<file path="config.mk">
export PLATFORM = sky130hd
export DESIGN_NAME = mem_port_arbiter
export DESIGN_NICKNAME = d
export VERILOG_FILES = /design/src/rtl/mem_port_arbiter.sv
export SDC_FILE = /design/constraint.sdc
export NUM_CORES = 1
export LEC_CHECK = 0
export CORE_ASPECT_RATIO = 0.9
export CORE_UTILIZATION = 25
export CTS_CLUSTER_DIAMETER = 120
export DETAILED_ROUTE_END_ITERATION = 7
export GPL_ROUTABILITY_DRIVEN = 1
export GPL_TIMING_DRIVEN = 0
export HOLD_SLACK_MARGIN = 0.03
export PLACE_DENSITY = 0.6
export SYNTH_ARGS = -nofsm -noshare
export SYNTH_HDL_FRONTEND = slang
export SYNTH_SLANG_ARGS = --single-unit
export TNS_END_PERCENT = 20
</file>
<file path="constraint.sdc">
create_clock -name clock -period 1.8 [get_ports clock]
set_input_delay 0.54 -clock clock [delete_from_list [all_inputs] [get_ports clock]]
set_output_delay 0.54 -clock clock [all_outputs]
set_load 0.02 [all_outputs]
</file>
<file path="src/rtl/mem_port_arbiter.sv">
// Round-robin arbiter sharing one single-ported memory between the CPU (port 0)
// and the loader/debug port (port 1), with a watchdog that aborts unacknowledged accesses.
module mem_port_arbiter #(
    parameter int ADDR_W  = 32,
    parameter int DATA_W  = 32,
    parameter int TIMEOUT = 255,
    parameter int CNT_W   = 8
) (
    input  logic              clock,
    input  logic              reset,
    input  logic              req0,
    input  logic              we0,
    input  logic [ADDR_W-1:0] addr0,
    input  logic [DATA_W-1:0] wdata0,
    output logic              done0,
    output logic              err0,
    output logic [DATA_W-1:0] rdata0,
    input  logic              req1,
    input  logic              we1,
    input  logic [ADDR_W-1:0] addr1,
    input  logic [DATA_W-1:0] wdata1,
    output logic              done1,
    output logic              err1,
    output logic [DATA_W-1:0] rdata1,
    output logic              mem_req,
    output logic              mem_we,
    output logic [ADDR_W-1:0] mem_addr,
    output logic [DATA_W-1:0] mem_wdata,
    input  logic [DATA_W-1:0] mem_rdata,
    input  logic              mem_ready,
    output logic              cpu_stall,
    output logic              timeout_flag
);

    typedef enum logic [1:0] {
        IDLE   = 2'd0,
        ACCESS = 2'd1,
        RESP   = 2'd2
    } state_t;

    state_t            state;
    state_t            nextState;
    logic              lastGrant;
    logic              owner;
    logic              latWe;
    logic [ADDR_W-1:0] latAddr;
    logic [DATA_W-1:0] latWdata;
    logic [DATA_W-1:0] rdataReg0;
    logic [DATA_W-1:0] rdataReg1;
    logic [CNT_W-1:0]  watchdog;
    logic              abortFlag;
    logic              timeoutFlag;
    logic              grantValid;
    logic              grantPort;
    logic              timeoutHit;

    always_comb begin
        grantValid = req0 | req1;
        // Under contention the port that did not win last time gets the grant.
        grantPort  = (req0 && req1) ? ~lastGrant : req1;
        timeoutHit = (watchdog == CNT_W'(TIMEOUT - 1));
        nextState  = state;
        case (state)
            IDLE:    if (grantValid) nextState = ACCESS;
            ACCESS:  if (mem_ready || timeoutHit) nextState = RESP;
            RESP:    nextState = IDLE;
            default: nextState = IDLE;
        endcase
    end

    always_ff @(posedge clock or negedge reset) begin
        if (!reset) state <= IDLE;
        else        state <= nextState;
    end

    always_ff @(posedge clock or negedge reset) begin
        if (!reset) begin
            lastGrant   <= 1'b1;
            owner       <= 1'b0;
            latWe       <= 1'b0;
            latAddr     <= '0;
            latWdata    <= '0;
            rdataReg0   <= '0;
            rdataReg1   <= '0;
            watchdog    <= '0;
            abortFlag   <= 1'b0;
            timeoutFlag <= 1'b0;
        end else begin
            case (state)
                IDLE: begin
                    if (grantValid) begin
                        owner     <= grantPort;
                        lastGrant <= grantPort;
                        latWe     <= grantPort ? we1 : we0;
                        latAddr   <= grantPort ? addr1 : addr0;
                        latWdata  <= grantPort ? wdata1 : wdata0;
                        watchdog  <= '0;
                    end
                end
                ACCESS: begin
                    // Ready on the final watchdog cycle still counts as a normal completion.
                    if (mem_ready) begin
                        if (!latWe) begin
                            if (owner) rdataReg1 <= mem_rdata;
                            else       rdataReg0 <= mem_rdata;
                        end
                    end else if (timeoutHit) begin
                        abortFlag   <= 1'b1;
                        timeoutFlag <= 1'b1;
                        if (owner) rdataReg1 <= '0;
                        else       rdataReg0 <= '0;
                    end else begin
                        watchdog <= watchdog + 1'b1;
                    end
                end
                RESP:    abortFlag <= 1'b0;
                default: abortFlag <= 1'b0;
            endcase
        end
    end

    assign mem_req      = (state == ACCESS);
    assign mem_we       = mem_req & latWe;
    assign mem_addr     = latAddr;
    assign mem_wdata    = latWdata;
    assign done0        = (state == RESP) & ~owner;
    assign done1        = (state == RESP) & owner;
    assign err0         = done0 & abortFlag;
    assign err1         = done1 & abortFlag;
    assign rdata0       = rdataReg0;
    assign rdata1       = rdataReg1;
    assign cpu_stall    = req0 & ~done0;
    assign timeout_flag = timeoutFlag;

endmodule

</file>
Word-level counts from Yosys, hierarchy flattened
Index checks and enable logic that the tools add are counted. Widths: inputs -> output; s select.

Add/sub/neg operators: 1. Equal/unequal tests: 9. Muxes and demuxes: 24. Bitwise gates (word level): 12. Reductions and logical operators: 12.

Operator list (count): $mux 32 (12); $mux 8 (3); $pmux 8 s2 (1); $reduce_and 4->1 (3); $add 8x1->8 const B (1); $eq 8x8->1 const B (1); $ne 2x2->1 const B (4); $and 1x1->1 (6); $reduce_and 3->1 (2); $not 1->1 (5); $mux 1 (4); $mux 2 (2); $ne 2x1->1 const B (2); $pmux 2 s2 (1); $reduce_and 2->1 (2); $reduce_bool 2->1 (2); $eq 2x1->1 const B (1); $eq 2x2->1 const B (1); $logic_not 2->1 (1); $pmux 1 s2 (1); $logic_and 1x1->1 (1); $logic_or 1x1->1 (1); $or 1x1->1 (1).

Bits in registers: 143. Output and inout bits: 136.

Logic depth before layout (Yosys ltp)
Depth after elaboration: 4. Depth in mapped cells: 8. Gate-level depth less buffers: 6.

Worst setup path after synthesis
Ideal clock, no wire load.

Path kind: register to output. Start point: register state[0]. End point: output err0. Arrival: 1.356 ns. Path slack: -0.096 ns. Stages on the path, launching flop included: 3. Buffers on the path: 0. Path through: dfrtp_1 -> nor3b_1 -> and2_1.

Cells in the longest elaborated chain, start to end: 3.

RTL lines: start, declared (line 41) `state_t state;`; start signal, assigned (line 73) `else state <= nextState;`; $eq 2x2->1 (line 126) `assign done0 = (state == RESP) & ~owner;`; $and 1x1->1 (line 126); net done0 (line 15) `output logic done0,`; $and 1x1->1 (line 128) `assign err0 = done0 & abortFlag;`; end, declared (line 16) `output logic err0,`.

The timed path passes the listed nets, and every way through them passes these cells.

Final worst setup path
Start point: register state[0]. End point: output mem_we.

Cells in the longest elaborated chain, start to end: 2.

RTL lines: $eq 2x1->1 (line 122) `assign mem_req = (state == ACCESS);`; $and 1x1->1 (line 123) `assign mem_we = mem_req & latWe;`; end, declared (line 26) `output logic mem_we,`.

No other way between the ends.

==> flow_metrics.py <==
metrics = {
    "placement": {
        "postPlaceCellArea_um2": 9630,
        "hpwl_um": 15700,
        "numPortBuffers": 302,
        "dp_cells": 1124,
        "gp_congestion": 0.767,
        "pre_cts_ws_ns": -0.771,
    },
    "drt": {
        "wl_per_cell_um": 18.2,
        "dr_total_vias": 5528,
        "drc_errors": 0,
        "ant_nets": 0,
        "routed_wl_um": 21300,
        "drt_first_pass_iters": 4,
        "drtIter0Drc": 276,
        "viasPerCell": 4.72,
    },
    "cts": {
        "cts_root_buffer": "clkbuf_16",
        "clock_sinks": 143,
        "h-tree-depth": 4,
        "clkTransAtPathRegs_ns": 0.06,
        "numCtsBuffers": 17,
        "hold_buffers": 0,
        "worstSkewPairLatency_ns": 0.42,
        "clock_path_buffers": 2,
        "cts_tree": "yes",
    },
    "global_route": {
        "first_global_vias": 5694,
        "grt_max_degree": 76,
        "grt_pass1_wl_um": 33500,
        "antenna_found_initial": 0,
        "gr-total-overflow": 0,
        "grt.total_usage": 0.173,
    },
    "timing": {
        "fin_tns_setup_ns": -0.805,
        "setup_slack_ns": -0.163,
        "fin_crit_sh": 1.09,
        "setup_violations": 9,
        "hold_violations": 0,
        "maxSlewViolCount": 0,
        "tightest_slew_ns": 0.732,
        "hold_slack_ns": 0.132,
        "fmax_ghz": 0.510,
        "relSlewSlack": 0.512,
        "rsz0062_at_grt": "true",
        "finClkSkew_ns": 0.00958,
        "fin_crit_ns": 1.96,
    },
    "critical_path": {
        "crit_type": "reg2out",
        "r2r_slack_ns": -0.05,
        "worstReg2RegStart": "state[1]$_DFFE_PN0P_",
        "startpoint_type": "register",
        "cp.arrival_ns": 1.42,
        "crit_path_end_kind": "primary output",
        "worst_ep_required_time_ns": 1.26,
        "regToRegEndpoint": "watchdog[4]$_DFFE_PN0P_",
        "r2r.worst_path.cells": 6,
        "worstPathMaxFanout": 5,
    },
    "final_layout": {
        "area_delta_synth_final_pct": 67.0,
        "diodes": 0,
        "ff_latch_area_um2": 3580,
        "final_area_um2": 10300,
        "final_common_cell": "clkdlybuf4s50_1",
        "multiInputGateArea_um2": 2380,
        "layout_common_cells": "clkdlybuf4s50_1 (163), dfrtp_1 (139), dlygate4sd2_1 (129)",
        "final_core_util": 0.426,
        "final_cells": 1170,
        "n_fill_cell": 2380,
        "drive_above_1_share": 0.139,
        "nNetsFinal": 1018,
    },
    "status": {
        "violations": "setup timing",
        "outcome": "complete, but fails checks",
    },
    "pwr": {
        "sw_frac_of_total": 0.412,
        "irDropWorstVdd_mv": 0.646,
        "p_comb_frac": 0.469,
        "power_switching_mw": 7.02,
        "intPower_mw": 10.0,
        "p_total_mw": 17.1,
        "clkPwrFrac": 0.210,
        "p_leak_nw": 4.78,
        "seqPwrFrac": 0.321,
        "p_per_area_nw_per_um2": 1650,
    },
    "synth": {
        "ys.warnings.count": 0,
        "synth.top_cell.area_share": 0.574,
        "yosys.area.top_type": "dfrtp_1",
        "synthCells": 513,
        "synth_cell_types": 42,
        "synthTopCellsByArea": "dfrtp_1 (57%), mux2i_1 (11%), a32o_1 (10%)",
        "synth_area_um2": 6190,
        "synth_area_per_cell_um2": 12.1,
        "yosysSeqAreaShare": 0.578,
        "ys.flop_type": "dfrtp_1",
        "synth-seq-cells": 143,
        "synthArstFlopShare": 1.00,
        "syn_nets": 682,
        "synth_edf_count": 0,
    },
    "floorplan": {
        "initial_core_util": 0.255,
        "die_w_um": 168,
        "die_h_um": 151,
        "rows": 54,
        "core_um2": 24300,
        "die_area_um2": 25400,
        "io_pins": 303,
    },
    "min_path": {
        "worstHoldPathType": "in2async",
    },
    "job": {
        "maxCapViolCount": 0,
    },
}
critical path: stages, from the launching register on:
cell	delay, ns
dfrtp_2	0.45
buf_4	0.16
nand2b_4	0.08
inv_4	0.05
and2_4	0.15
buf_6	0.13
per-layer routing:
layer  up-vias  track usage  wire, um
met5         -            0         0
met4         0       0.0459       193
met3        15       0.0632      1970
met2       235        0.278      9870
met1      2701        0.219      9290
li1       2577            -         -
layout make-up:
| type | count | area share |
|---|---|---|
| clock inverters | 14 | 0.0143 |
| repair buffers | 318 | 0.293 |
| multi-input cells | 321 | 0.231 |
| flip-flops and latches | 143 | 0.347 |
| clock buffers | 18 | 0.0425 |
| well taps | 308 | 0.0373 |
| plain buffers | 43 | 0.0338 |
| inverters | 5 | 0.00206 |
cell families (layout without fill, tap and decap cells):
logic type,count (synthesis),count (layout),synth area share
AND/OR/NAND/NOR,101,101,0.0762
multiplexers,67,67,0.108
adder cells (fa/ha/maj),2,2,0.00404
flip-flops,143,143,0.578
AO/OA/AOI/OAI,151,151,0.184
buffers and inverters,49,398,0.0497
flip-flops by register name, indices dropped and copies added (netlist names):
signal / flops
abortFlag: 1
lastGrant: 1
latWe: 1
mem_addr: 32
mem_wdata: 32
owner: 1
rdata0: 32
rdata1: 32
state: 2
timeout_flag: 1
watchdog: 8
cells in the mapped netlist, types with 2 or more instances:
cell type,number
dfrtp_1,142
o21ai_0,28
nand3_1,9
nand2_1,66
buf_4,6
nand2b_1,2
and3_1,4
mux2i_1,67
o21ai_1,41
nor2_1,5
o21ai_2,2
buf_2,13
and2_1,6
a21oi_1,3
a32o_1,64
clkbuf_1,14
a31oi_1,2
inv_1,4
ha_1,2
buf_6,11
how the worst max path moves through the flow:
| stage | start | end | slack, ns | cells past startpoint |
|---|---|---|---|---|
| 2_1_floorplan | state[0]$_DFFE_PN0P_ | err0 | 0.16 | 2 |
| 3_3_place_gp | reset | mem_wdata[25]$_DFFE_PN0P_ | -5.99 | 1 |
| 3_5_place_dp | req1 | mem_addr[30]$_DFFE_PN0P_ | -0.77 | 6 |
| 4_1_cts | state[0]$_DFFE_PN0P_ | err1 | -0.22 | 3 |
| 5_1_grt | state[0]$_DFFE_PN0P_ | cpu_stall | -0.23 | 4 |
| 6_report | state[0]$_DFFE_PN0P_ | mem_we | -0.16 | 5 |
power by group through the flow:
stage          Sequential (mW)  Clock, mW  Combinational [mW]
5_1_grt                   5.69       3.83                8.61
3_5_place_dp              5.56          0                8.68
2_1_floorplan             7.14          0                2.74
4_1_cts                   5.50       3.70                7.90
6_report                  5.48       3.58                7.99
3_3_place_gp              5.53          0                8.61
timing repair:
action,CTS,global route
gates resized for setup,199,23
pin swaps,3,2
setup endpoints to repair,221,134
setup buffers,5,10
No activity file was read; power rests on OpenSTA's default activity.
